File: src/rtl/serial_word_collector_if.sv
// serial_word_collector_if: word-level valid/ready output port of the serial collector
interface serial_word_collector_if #(parameter int WIDTH = 16);
  logic [WIDTH-1:0] data_out;
  logic out_valid;
  logic out_ready;
  modport master (output data_out, out_valid, input out_ready);
  modport slave (input data_out, out_valid, output out_ready);
endinterface

File: src/rtl/serial_word_collector.sv
// serial_word_collector: MSB-first serial-to-parallel receiver with valid/ready word output
// Optional even-parity bit per frame when PARITY_EN is defined.
module serial_word_collector #(
  parameter int WIDTH = 16,
  parameter int CNT_W = 5
) (
  input  logic clk,
  input  logic rst,
  input  logic start,
  input  logic bit_valid,
  input  logic bit_in,
  serial_word_collector_if.master word,
  output logic busy,
  output logic [CNT_W-1:0] bit_count,
  output logic overrun,
  output logic parity_err
);
  localparam logic [1:0] IDLE = 2'd0, SHIFT = 2'd1, PARITY = 2'd2, HOLD = 2'd3;
  logic [1:0] state;
  logic [WIDTH-1:0] shreg, data;
  logic valid;
  logic [WIDTH-1:0] nxt;
  assign nxt = {shreg[WIDTH-2:0], bit_in};
  assign busy = state == SHIFT || state == PARITY;
  assign word.data_out = data;
  assign word.out_valid = valid;
`ifdef PARITY_EN
  logic perr;
  assign parity_err = perr;
`else
  assign parity_err = 1'b0;
`endif
  always_ff @(posedge clk) begin
    if (rst) begin
      state <= IDLE;
      shreg <= '0;
      data <= '0;
      valid <= 1'b0;
      bit_count <= '0;
      overrun <= 1'b0;
`ifdef PARITY_EN
      perr <= 1'b0;
`endif
    end else begin
      case (state)
        IDLE: if (start) begin
          state <= SHIFT;
          shreg <= '0;
          bit_count <= '0;
          overrun <= 1'b0;
        end
        SHIFT: if (start) begin
          shreg <= '0;
          bit_count <= '0;
          overrun <= 1'b0;
        end else if (bit_valid) begin
          shreg <= nxt;
          bit_count <= bit_count + CNT_W'(1);
          if (bit_count == CNT_W'(WIDTH - 1)) begin
`ifdef PARITY_EN
            state <= PARITY;
`else
            state <= HOLD;
            data <= nxt;
            valid <= 1'b1;
`endif
          end
        end
`ifdef PARITY_EN
        PARITY: if (start) begin
          state <= SHIFT;
          shreg <= '0;
          bit_count <= '0;
          overrun <= 1'b0;
        end else if (bit_valid) begin
          state <= HOLD;
          data <= shreg;
          valid <= 1'b1;
          perr <= (^shreg) ^ bit_in;
        end
`endif
        HOLD: begin
          if (bit_valid) overrun <= 1'b1;
          if (word.out_ready) begin
            valid <= 1'b0;
`ifdef PARITY_EN
            perr <= 1'b0;
`endif
            state <= start ? SHIFT : IDLE;
            // an accepted start opens the next frame in the same cycle
            if (start) begin
              shreg <= '0;
              bit_count <= '0;
              overrun <= 1'b0;
            end
          end
        end
        default: state <= IDLE;
      endcase
    end
  end
endmodule

File: src/flat_wrapper.sv
// flat-port wrapper written by rule: the top's interface ports become plain ports
module serial_word_collector_flat 
#(
  parameter int WIDTH = 16,
  parameter int CNT_W = 5
)
  (clk, rst, start, bit_valid, bit_in, busy, bit_count, overrun, parity_err, word_data_out, word_out_valid, word_out_ready);
  serial_word_collector_if #(.WIDTH(WIDTH)) word_i ();
  input  logic clk;
  input  logic rst;
  input  logic start;
  input  logic bit_valid;
  input  logic bit_in;
  output logic busy;
  output logic [CNT_W-1:0] bit_count;
  output logic overrun;
  output logic parity_err;
  output wire logic [$bits(word_i.data_out)-1:0] word_data_out;
  output wire logic [$bits(word_i.out_valid)-1:0] word_out_valid;
  input wire logic [$bits(word_i.out_ready)-1:0] word_out_ready;
  assign word_data_out = word_i.data_out;
  assign word_out_valid = word_i.out_valid;
  assign word_i.out_ready = word_out_ready;
  serial_word_collector #(.WIDTH(WIDTH), .CNT_W(CNT_W)) u_core (.clk(clk), .rst(rst), .start(start), .bit_valid(bit_valid), .bit_in(bit_in), .word(word_i), .busy(busy), .bit_count(bit_count), .overrun(overrun), .parity_err(parity_err));
endmodule
File: config.mk
export PLATFORM = sky130hd
export DESIGN_NAME = serial_word_collector_flat
export DESIGN_NICKNAME = d
export VERILOG_FILES = /design/src/rtl/serial_word_collector_if.sv /design/src/rtl/serial_word_collector.sv /design/src/flat_wrapper.sv
export SDC_FILE = /design/constraint.sdc
export NUM_CORES = 1
export LEC_CHECK = 0
export CAP_MARGIN = 20
export CELL_PAD_IN_SITES_DETAIL_PLACEMENT = 0
export CELL_PAD_IN_SITES_GLOBAL_PLACEMENT = 1
export CORE_MARGIN = 2
export CORE_UTILIZATION = 25
export CTS_BUF_LIST = sky130_fd_sc_hd__clkbuf_8 sky130_fd_sc_hd__clkbuf_16
export DETAILED_ROUTE_END_ITERATION = 8
export PLACE_DENSITY = 0.5
export SLEW_MARGIN = 20
export SYNTH_ARGS = -nofsm -noshare
export SYNTH_HDL_FRONTEND = slang
export SYNTH_SLANG_ARGS = --single-unit
File: constraint.sdc
create_clock -name clk -period 2.9 [get_ports clk]
set_input_delay 0.435 -clock clk [delete_from_list [all_inputs] [get_ports clk]]
set_output_delay 0.435 -clock clk [all_outputs]
set_load 0.05 [all_outputs]
==> results.yml <==
synthesis:
  async_flop_share: 0
  synth.area.mux_share: 0.006081
  synth-simple-area-share: 0.1993
  ys_types: 37
  synthXorXnorAreaFrac: 0
  ys_ff_latch: 40
  synth_edf_count: 0
  syn_inst: 214
  synth_compound_area_frac: 0.2385
  synth_nets: 226
  yosysSeqAreaShare: 0.4324
  ys.flop_type: "dfxtp_1"
  synth_top_family_by_area: "compound AO/OA/AOI/OAI gates"
  synth_area_um2: 1852
  syn_area_per_cell_um2: 8.653
  yosysWarnings: 0
  synth_fa_ha_area_frac: 0.04054
die:
  core_um2: 7214
  design.die.area_um2: 8112
  die_h_um: 90.07
  ioPinCount: 31
  std_cell_rows: 31
  start_util: 0.2567
  die_x_um: 90.07
finish:
  layout.cells.non_filler: 334
  regArea_um2: 800.8
  layout_commonest_cell: "dfxtp_1"
  area_delta_synth_final_pct: 23.11
  fin_nets: 247
  multi_input_area_um2: 900.9
  n_antenna_cell: 0
  layout_common_cells: "dfxtp_1, a21oi_1, nand2_1, clkdlybuf4s50_1, o31ai_1"
  drive_gt1_frac: 0.08085
  fill_cells: 820
global_routing:
  grt.busiest_layer: "met2"
  antenna_found_initial: 0
  grt_max_degree: 37
  grt_use_met2: 0.2086
  grt_pass1_wl_um: 8293
  grt.overflow.total: 0
  track_usage: 0.1250
  use_met1: 0.1569
  grt_pass1_vias: 1643
  gr-usage-met3: 0.03521
worst_setup_path:
  cp_data_required_time_ns: 2.47
  cp_slowest_cell: "clkdlybuf4s50_1"
  path_max_fanout: 6
  startpoint_type: "flop"
  cp-end-kind: "primary output"
  critPathLaunch: "u_core.state[1]$_SDFFE_PP0P_"
  critPathKind: "reg -> out"
  worstPathArrival_ns: 1.94
  reg2reg_from: "u_core.bit_count[1]$_SDFFE_PP0P_"
  cp_cell_sequence: "inv_1, ha_1, clkdlybuf4s50_1"
  cpPeakStageDelay_ns: 0.79
timing:
  finClkSkew_ns: 0.004385
  final_max_slew_viol_count: 0
  worst_pin_slew_ns: 0.6655
  hold-worst-slack_ns: 0.4522
  timing.final.crit_period_ns: 2.374
  fin_tns_setup_ns: 0
  rsz0062_at_grt: "no"
  hold_viol_final: 0
  setup_violations: 0
  period_share: 0.8185
  fin_ws_ns: 0.5265
  relSlewSlack: 0.5560
  fmax_mhz: 421.3
run_status:
  outcome: "completed"
clock_tree:
  clk_transition_reported_paths_ns: 0.08
  numCtsBuffers: 5
  root_buffer: "clkbuf_8"
  cts-htree-levels: 2
  clk_latency_ns: 0.29
  post_cts_buffers: 0
  clock_sinks: 40
  cts_tree: "done"
  post_cts_resized: 0
  ctsHoldBuffers: 0
  clockBufferDepth: 2
routing:
  drc: 0
  wl_um: 4810
  dr.pass1.iters: 6
  first_iter_violations: 79
  num_vias: 1638
  wire_per_inst_um: 14.40
  drtAntennaViolNets: 0
  vias_per_cell: 4.904
power:
  leakage_uw: 0.0007995
  vdd.ir_drop.worst_uv: 175.2
  p_total_uw: 1004
  power_density_nw_per_um2: 440.4
place:
  place_congestion: 0.8111
  dp_slack_ns: 0.6715
  dpl.hpwl_um: 3007
  dp_cells: 327
  io_buffers: 29
worst_hold_path:
  min_from: "u_core.word.data_out[9]$_SDFFE_PP0P_"
  hp-class: "reg -> reg"
job:
  maxCapViolCount: 0
## worst max-delay path, delay by kind of cell, from the launching register on
| family | cells | cell delay, ns |
|---|---|---|
| buffers and inverters | 2 | 0.92 |
| DFF | 1 | 0.44 |
| adders and majority gates | 1 | 0.29 |
## metal layers
metal,wire length [um],vias to the layer above
met1,2357,785
met4,55,0
li1,-,814
met5,0,-
met3,199,6
met2,2197,33
## report_power, final
part | internal (uW) | total (uW) | switching, uW
Clock | 160 | 349 | 188
Sequential | 553 | 558 | 4.87
Combinational | 31.5 | 97.5 | 66.0
Total | 745 | 1000 | 259
## area by class of cell
class / instances / share of cell area
clock buffer: 5 / 0.03019
sequential: 40 / 0.3513
clock inverter: 2 / 0.003842
multi-input combinational: 143 / 0.3952
inverter: 9 / 0.01482
timing repair buffer: 36 / 0.1504
tap: 99 / 0.05434
## state kept, by name (all words and copies together), names as in the netlist
| register | flops |
|---|---|
| u_core.bit_count | 5 |
| u_core.overrun | 1 |
| u_core.shreg | 15 |
| u_core.state | 2 |
| u_core.word.data_out | 16 |
| u_core.word.out_valid | 1 |
## cell families (layout without fill, tap and decap cells)
group                    count (synthesis)  count (layout)
AO/OA/AOI/OAI                           67              67
adder cells (fa/ha/maj)                  6               6
multiplexers                             1               1
AND/OR/NAND/NOR                         68              68
other                                    1               1
flip-flops                              40              40
buffers and inverters                   31              52
## Yosys cell counts (all sizes together) (2+ instances only)
library cell,count,area (um2)
a2111oi,2,23.77
a211oi,3,22.52
a21oi,38,190.2
buf,12,76.32
clkbuf,10,40.04
dfxtp,40,800.8
ha,6,75.07
inv,9,33.78
nand2,33,123.9
nand2b,2,12.51
nand3,2,10.01
nand4,17,106.4
nor2b,3,21.27
o31ai,18,135.1
o41ai,2,32.53
## per-stage QoR
step	util	area, um2
2_1_floorplan	-	1852
3_3_place_gp	0.3052	2202
3_5_place_dp	0.3052	2202
4_1_cts	0.3160	2280
5_1_grt	0.3160	2280
6_report	0.3160	2280
## final timing paths
path	to	slack (ns)	cells past startpoint
max	busy	0.53	3
min	u_core.word.data_out[9]$_SDFFE_PP0P_	0.45	2
max reg2reg	u_core.word.out_valid$_SDFFE_PP0P_	0.81	6
min reg2reg	u_core.word.data_out[9]$_SDFFE_PP0P_	0.45	2
(Power assumes the default switching activity.)
